`src/rtl/mux_scan_pkg.sv`:
```
// ============================================================================
// Module      : mux_scan_pkg
// Description : Shared types, sizes and helpers for the 4:1 mux scan sequencer.
// Revision    : 1.0 - initial release
// ============================================================================
`default_nettype none

package mux_scan_pkg;

  localparam int NUM_CH = 4;
  localparam int SEL_W  = 2;

  typedef enum logic [2:0] {
    ST_IDLE   = 3'd0,
    ST_SETTLE = 3'd1,
    ST_SAMPLE = 3'd2,
    ST_DWELL  = 3'd3,
    ST_DONE   = 3'd4
  } state_t;

  localparam logic [SEL_W-1:0]  c_sel_rst   = '0;
  localparam logic [NUM_CH-1:0] c_frame_rst = '0;

  // Lowest enabled channel; the sweep always starts from the bottom of the mask.
  function automatic logic [SEL_W-1:0] first_ch(input logic [NUM_CH-1:0] mask);
    first_ch = '0;
    for (int i = NUM_CH - 1; i >= 0; i--) begin
      if (mask[i]) first_ch = SEL_W'(i);
    end
  endfunction

  function automatic logic maj3(input logic a, input logic b, input logic c);
    return (a & b) | (a & c) | (b & c);
  endfunction

endpackage

`default_nettype wire

```
`src/rtl/mux_scan_sequencer_if.sv`:
```
// ============================================================================
// Module      : mux_scan_sequencer_if
// Description : Control, mux select/sense and frame handshake bundle.
// Revision    : 1.0 - initial release
// ============================================================================
`default_nettype none

interface mux_scan_sequencer_if
  import mux_scan_pkg::*;
#(
  parameter int DWELL_W = 8
);

  logic               start;
  logic               abort;
  logic [NUM_CH-1:0]  ch_mask;
  logic [DWELL_W-1:0] dwell;
  logic               Y;
  logic               S1;
  logic               S0;
  logic               busy;
  logic [NUM_CH-1:0]  frame;
  logic               frame_valid;
  logic               frame_ready;

  modport master (
    output start, abort, ch_mask, dwell, Y, frame_ready,
    input  S1, S0, busy, frame, frame_valid
  );

  modport slave (
    input  start, abort, ch_mask, dwell, Y, frame_ready,
    output S1, S0, busy, frame, frame_valid
  );

endinterface

`default_nettype wire

```
`src/rtl/mux_scan_next_ch.sv`:
```
// ============================================================================
// Module      : mux_scan_next_ch
// Description : Finds the next enabled channel strictly above the current one.
// Revision    : 1.0 - initial release
// ============================================================================
`default_nettype none

module mux_scan_next_ch
  import mux_scan_pkg::*;
(
  input  logic [NUM_CH-1:0] i_mask,
  input  logic [SEL_W-1:0]  i_cur,
  output logic [SEL_W-1:0]  o_nxt,
  output logic              o_none
);

  // Walk downward so the lowest qualifying channel is the one left standing.
  always_comb begin
    o_nxt  = i_cur;
    o_none = 1'b1;
    for (int i = NUM_CH - 1; i >= 0; i--) begin
      if (i_mask[i] && (SEL_W'(i) > i_cur)) begin
        o_nxt  = SEL_W'(i);
        o_none = 1'b0;
      end
    end
  end

endmodule

`default_nettype wire

```
`src/rtl/mux_scan_sequencer.sv`:
```
// ============================================================================
// Module      : mux_scan_sequencer
// Description : Steps the 4:1 mux select over a channel mask, samples Y after
//               a settle time and hands out a 4-bit frame via valid/ready.
//               Build option MUX_SCAN_MAJORITY_EN: 3-cycle majority sampling.
// Revision    : 1.0 - initial release
// ============================================================================
`default_nettype none

module mux_scan_sequencer
  import mux_scan_pkg::*;
#(
  parameter int SETTLE  = 2,
  parameter int DWELL_W = 8
) (
  input  logic                clk,
  input  logic                rst,
  mux_scan_sequencer_if.slave bus
);

  localparam logic [DWELL_W-1:0] c_settle_ld = DWELL_W'(SETTLE - 1);
`ifdef MUX_SCAN_MAJORITY_EN
  localparam logic [DWELL_W-1:0] c_sample_ld = DWELL_W'(2);
`else
  localparam logic [DWELL_W-1:0] c_sample_ld = '0;
`endif

  state_t              r_state;
  logic [DWELL_W-1:0]  r_cnt;
  logic [NUM_CH-1:0]   r_mask;
  logic [DWELL_W-1:0]  r_dwell;
  logic [SEL_W-1:0]    r_sel;
  logic                r_busy;
  logic [NUM_CH-1:0]   r_frame;
  logic                r_frame_valid;
`ifdef MUX_SCAN_MAJORITY_EN
  logic [1:0]          r_smp;
`endif

  logic [SEL_W-1:0]    w_nxt;
  logic                w_none;
  logic                w_sample_last;
  logic                w_advance;

  mux_scan_next_ch u_next_ch (
    .i_mask (r_mask),
    .i_cur  (r_sel),
    .o_nxt  (w_nxt),
    .o_none (w_none)
  );

  always_comb begin
`ifdef MUX_SCAN_MAJORITY_EN
    w_sample_last = (r_cnt == '0);
`else
    w_sample_last = 1'b1;
`endif
    w_advance = ((r_state == ST_SAMPLE) && w_sample_last && (r_dwell == '0)) ||
                ((r_state == ST_DWELL) && (r_cnt == '0));
  end

  always_ff @(posedge clk or posedge rst) begin
    if (rst) begin
      r_state       <= ST_IDLE;
      r_cnt         <= '0;
      r_mask        <= '0;
      r_dwell       <= '0;
      r_sel         <= c_sel_rst;
      r_busy        <= 1'b0;
      r_frame       <= c_frame_rst;
      r_frame_valid <= 1'b0;
`ifdef MUX_SCAN_MAJORITY_EN
      r_smp         <= '0;
`endif
    end else if (bus.abort && (r_state != ST_IDLE)) begin
      // Select is left where it is; only the sweep bookkeeping is dropped.
      r_state       <= ST_IDLE;
      r_busy        <= 1'b0;
      r_frame_valid <= 1'b0;
      r_frame       <= c_frame_rst;
    end else begin
      case (r_state)
        ST_IDLE: begin
          if (bus.start && (bus.ch_mask != '0)) begin
            r_mask  <= bus.ch_mask;
            r_dwell <= bus.dwell;
            r_frame <= c_frame_rst;
            r_sel   <= first_ch(bus.ch_mask);
            r_cnt   <= c_settle_ld;
            r_busy  <= 1'b1;
            r_state <= ST_SETTLE;
          end
        end
        ST_SETTLE: begin
          if (r_cnt == '0) begin
            r_state <= ST_SAMPLE;
            r_cnt   <= c_sample_ld;
          end else begin
            r_cnt <= r_cnt - DWELL_W'(1);
          end
        end
        ST_SAMPLE: begin
`ifdef MUX_SCAN_MAJORITY_EN
          if (!w_sample_last) begin
            r_smp <= {r_smp[0], bus.Y};
            r_cnt <= r_cnt - DWELL_W'(1);
          end else begin
            r_frame[r_sel] <= maj3(r_smp[1], r_smp[0], bus.Y);
          end
`else
          r_frame[r_sel] <= bus.Y;
`endif
          if (w_sample_last && (r_dwell != '0)) begin
            r_state <= ST_DWELL;
            r_cnt   <= r_dwell - DWELL_W'(1);
          end
        end
        ST_DWELL: begin
          if (r_cnt != '0) r_cnt <= r_cnt - DWELL_W'(1);
        end
        ST_DONE: begin
          if (r_frame_valid && bus.frame_ready) begin
            r_state       <= ST_IDLE;
            r_busy        <= 1'b0;
            r_frame_valid <= 1'b0;
          end
        end
        default: r_state <= ST_IDLE;
      endcase

      // Leaving SAMPLE (no dwell) or DWELL: next channel, or finish the frame.
      if (w_advance) begin
        r_cnt <= c_settle_ld;
        if (w_none) begin
          r_state       <= ST_DONE;
          r_frame_valid <= 1'b1;
        end else begin
          r_state <= ST_SETTLE;
          r_sel   <= w_nxt;
        end
      end
    end
  end

  assign bus.S1          = r_sel[1];
  assign bus.S0          = r_sel[0];
  assign bus.busy        = r_busy;
  assign bus.frame       = r_frame;
  assign bus.frame_valid = r_frame_valid;

endmodule

`default_nettype wire
```
`src/flat_wrapper.sv`:
```
// flat-port wrapper written by rule: the top's interface ports become plain ports
module mux_scan_sequencer_flat import mux_scan_pkg::*;
#(
  parameter int SETTLE  = 2,
  parameter int DWELL_W = 8
)
  (clk, rst, bus_start, bus_abort, bus_ch_mask, bus_dwell, bus_Y, bus_frame_ready, bus_S1, bus_S0, bus_busy, bus_frame, bus_frame_valid);
  mux_scan_sequencer_if #(.DWELL_W(DWELL_W)) bus_i ();
  input  logic clk;
  input  logic rst;
  input wire logic [$bits(bus_i.start)-1:0] bus_start;
  input wire logic [$bits(bus_i.abort)-1:0] bus_abort;
  input wire logic [$bits(bus_i.ch_mask)-1:0] bus_ch_mask;
  input wire logic [$bits(bus_i.dwell)-1:0] bus_dwell;
  input wire logic [$bits(bus_i.Y)-1:0] bus_Y;
  input wire logic [$bits(bus_i.frame_ready)-1:0] bus_frame_ready;
  output wire logic [$bits(bus_i.S1)-1:0] bus_S1;
  output wire logic [$bits(bus_i.S0)-1:0] bus_S0;
  output wire logic [$bits(bus_i.busy)-1:0] bus_busy;
  output wire logic [$bits(bus_i.frame)-1:0] bus_frame;
  output wire logic [$bits(bus_i.frame_valid)-1:0] bus_frame_valid;
  assign bus_i.start = bus_start;
  assign bus_i.abort = bus_abort;
  assign bus_i.ch_mask = bus_ch_mask;
  assign bus_i.dwell = bus_dwell;
  assign bus_i.Y = bus_Y;
  assign bus_i.frame_ready = bus_frame_ready;
  assign bus_S1 = bus_i.S1;
  assign bus_S0 = bus_i.S0;
  assign bus_busy = bus_i.busy;
  assign bus_frame = bus_i.frame;
  assign bus_frame_valid = bus_i.frame_valid;
  mux_scan_sequencer #(.SETTLE(SETTLE), .DWELL_W(DWELL_W)) u_core (.clk(clk), .rst(rst), .bus(bus_i));
endmodule
```
`config.mk`:
```
export PLATFORM = sky130hd
export DESIGN_NAME = mux_scan_sequencer_flat
export DESIGN_NICKNAME = d
export VERILOG_FILES = /design/src/rtl/mux_scan_pkg.sv /design/src/rtl/mux_scan_sequencer_if.sv /design/src/rtl/mux_scan_next_ch.sv /design/src/rtl/mux_scan_sequencer.sv /design/src/flat_wrapper.sv
export SDC_FILE = /design/constraint.sdc
export NUM_CORES = 1
export LEC_CHECK = 0
export ABC_AREA = 1
export BUFFER_PORTS_ARGS = -buffer_cell sky130_fd_sc_hd__buf_2
export CAP_MARGIN = 20
export CORE_UTILIZATION = 60
export CTS_CLUSTER_DIAMETER = 80
export DETAILED_ROUTE_END_ITERATION = 10
export PLACE_DENSITY_LB_ADDON = 0.3
export SLEW_MARGIN = 20
export SYNTH_ARGS = -nofsm -noshare
export SYNTH_HDL_FRONTEND = slang
export SYNTH_SLANG_ARGS = --single-unit
```
`constraint.sdc`:
```
create_clock -name clk -period 3.35 [get_ports clk]
set_clock_uncertainty 0.15 [all_clocks]
set_input_delay 1.005 -clock clk [delete_from_list [all_inputs] [get_ports clk]]
set_output_delay 1.005 -clock clk [all_outputs]
set_load 0.005 [all_outputs]
```
==> results.ini <==
[hold_path]
min_path_type=reg -> reg
min_from=u_core.r_cnt[1]$_DFFE_PP0P_
min_path_cells=2

[synthesis]
synthCells=271
synth_area_um2=1998
synthesis.nets=292
postSynthAreaPerCell_um2=7.373
synth_top_area_cell=dfrtp_1
synth_compound_gate_area_share_pct=10.58
synth_xor_area_share_pct=1.753
yosys-top-cells-area=dfrtp_1 (38%), nand2_1 (14%), inv_1 (5.4%)
ys_ff_latch=30
synthArstFlopShare_pct=100.0
synthSimpleGateAreaFrac_pct=39.57
synth_top_area_share_pct=37.57
synth_cell_types=29
yosys_warnings=0
synth.area.mux_share_pct=0
synth_top_family_by_area=simple AND/OR/NAND/NOR gates
yosys.area_share.adder_pct=1.879
seq_area_frac_synth_pct=37.57
ys.flop_type=dfrtp_1
synth_edf_count=0

[detailed_routing]
drc=0
m1WireLength_mm=1.859
via_per_inst=5.292
wl_per_cell_um=12.03
detail-route-antenna-nets=0
dr.pass1.iters=4
vias=1831
wl_met2_mm=2.055
top_layer=met4
routed-wl-met3_um=190
wirelength_mm=4.161
drt_iter0_markers=88

[placed_design]
dp_hpwl_mm=3.153
routabilityCongestion=0.9106
dp_cells=338
place_ws_ns=0.8598
port_buffers=25

[worst_setup_path]
cp.arrival_ns=2.30
worstReg2RegStart=u_core.r_state[2]$_DFFE_PP0P_
worstPathCellList=buf_2, nor2_1, nand2_1, nand2_2, nor2_2, o21ai_1, nand2_1, nand3_1, nand2_1
max_stage_delay_ns=0.59
critPathLaunchType=primary input
startpoint=bus_ch_mask[3]
cp.required_ns=3.48
critical_path_class=in -> reg
crit_slowest_cell=nor2_2
crit_path_frequent_cell=nand2_1
cpLargestDelayFamily=simple AND/OR/NAND/NOR gates
crit_fanout=20
crit_buf_inv=1
crit_cells=9
rr_worst_depth=7
critPathCaptureType=flop

[die]
start_util_pct=64.40
core_um2=3103
die_h_um=59.71
dieArea_um2=3565
rows=20
io-pin-count=26
die_x_um=59.71

[global_route]
grt_max_degree=21
grt_pass1_wl_mm=6.893
grt_overflow_total=0
antenna_found_initial=0
first_global_vias=1669
grt_use_total_pct=26.50

[clock_tree]
cts_tree=yes
cts_post_setup_buffers_inserted=0
clock_path_buffers=2
holdBufCountCts=0
clock-sinks=30
ctsHtreeMaxLevel=2
clk_pin_slew_ns=0.11
clk_latency_ns=0.34
clock-root-buffer=clkbuf_4
cts_buffers=5
ctsResizeCount=0

[layout]
drive_above_1_share_pct=23.51
syn_to_final_growth_pct=11.02
fin_util_pct=71.49
antenna_cells=0
num-nets-final=322
stdcell_count=346

[timing]
slew_viol_final=0
period_minus_slack_ns=2.168
tightest_slew_ns=0.7547
slew_headroom_pct=49.63
fin_crit_sh_pct=64.73
setup_violations=0
tns_ns=0
worst_slack_ns=1.182
rsz0062_at_grt=no
finalHoldViolCount=0
fmax_mhz=461.2

[outcome]
status=finished clean

[power]
powerDensity_nw_per_um2=887.8
vdd_drop_max_mv=0.5054
p_leak_nw=1.184

[job]
drv_cap=0

-- routing by layer --
layer  track usage, %  up-vias
li1                 -      931
met4            10.96        0
met3            7.792        5
met2            44.44       46
met5                0        -
met1            31.62      849
-- final cells by class --
class,instances,area [um^2]
Tap cell,44,55.05
Clock buffer,7,55.05
Inverter,38,145.1
Fill cell,278,884.6
Timing Repair Buffer,26,132.6
Clock inverter,1,5.005
Sequential cell,30,750.7
Multi-Input combinational cell,200,1075
-- flip-flops by register name, indices dropped and copies added, names as in the netlist --
name                    flops
u_core.r_cnt                8
u_core.bus.busy             1
u_core.r_state              3
u_core.bus.frame            4
u_core.r_sel                2
u_core.r_dwell              8
u_core.bus.frame_valid      1
u_core.r_mask               3
-- cell families after synthesis --
| logic type | Yosys count |
|---|---|
| buffers and inverters | 41 |
| AO/OA/AOI/OAI | 40 |
| adder cells (fa/ha/maj) | 3 |
| XOR/XNOR | 4 |
| flip-flops | 30 |
| AND/OR/NAND/NOR | 153 |
-- where the power goes --
group | internal (mW) | switching (mW) | leakage [nW] | total (mW)
sequential | 0.501 | 0.133 | 0.384 | 0.634
combinational | 0.389 | 0.714 | 0.765 | 1.10
clock | 0.102 | 0.131 | 0.0353 | 0.232
-- cell usage after synthesis (2+ instances only) --
| cell type | count |
|---|---|
| nand2_1 | 74 |
| dfrtp_1 | 30 |
| inv_1 | 29 |
| nor2_1 | 22 |
| nand3_1 | 21 |
| o21ai_0 | 20 |
| o21ai_1 | 11 |
| inv_2 | 8 |
| nand2_2 | 7 |
| nand2_4 | 5 |
| nor3_1 | 5 |
| a21oi_1 | 4 |
| nor2_2 | 4 |
| ha_1 | 3 |
| nand3_2 | 3 |
| nand3_4 | 3 |
| nand4_1 | 3 |
| nor2_4 | 3 |
| xor2_1 | 3 |
| buf_6 | 2 |
| o21ai_2 | 2 |
| o22ai_1 | 2 |
-- final timing paths --
kind,to,slack (ns)
setup / recovery,u_core.r_sel[1]$_DFFE_PP0P_,1.18
hold / removal,u_core.r_cnt[1]$_DFFE_PP0P_,0.34
setup reg to reg,u_core.r_sel[1]$_DFFE_PP0P_,1.47
hold reg to reg,u_core.r_cnt[1]$_DFFE_PP0P_,0.34
max in group asynchronous,u_core.bus.busy$_DFFE_PP0P_,1.81
min in group asynchronous,u_core.r_cnt[2]$_DFFE_PP0P_,0.57
-- placed cells by master, fill, tap and decap left out, types with 4 or more instances in the layout --
cell,Yosys,routed
nor2_2,4,4
nor2_1,22,22
nand2_1,74,74
a21oi_1,4,4
nand3_1,21,21
o21ai_0,20,20
o21ai_1,11,11
inv_1,29,29
dfrtp_1,30,30
clkbuf_4,0,5
buf_2,1,25
nor3_1,5,5
inv_2,8,8
nand2_4,5,5
nand2_2,7,7
-- per-stage QoR --
| step | power, mW | hold WS, ns | cell area [um^2] |
|---|---|---|---|
| global placement | 1.704 | 0.3136 | 2158 |
| detailed placement | 1.735 | 0.3158 | 2158 |
| finish | 1.969 | 0.3395 | 2218 |
| CTS | 1.973 | 0.3421 | 2218 |
| global route | 2.149 | 0.3697 | 2218 |
| floorplan | 1.504 | 0.2988 | 1998 |
-- worst register-to-register path, cell delays in order, from the launching register on --
cell,delay (ns)
dfrtp_1,0.46
nor2_4,0.20
nand2_4,0.09
nor2_2,0.61
o21ai_1,0.11
nand2_1,0.09
nand3_1,0.06
nand2_1,0.06
(Power assumes the default switching activity.)
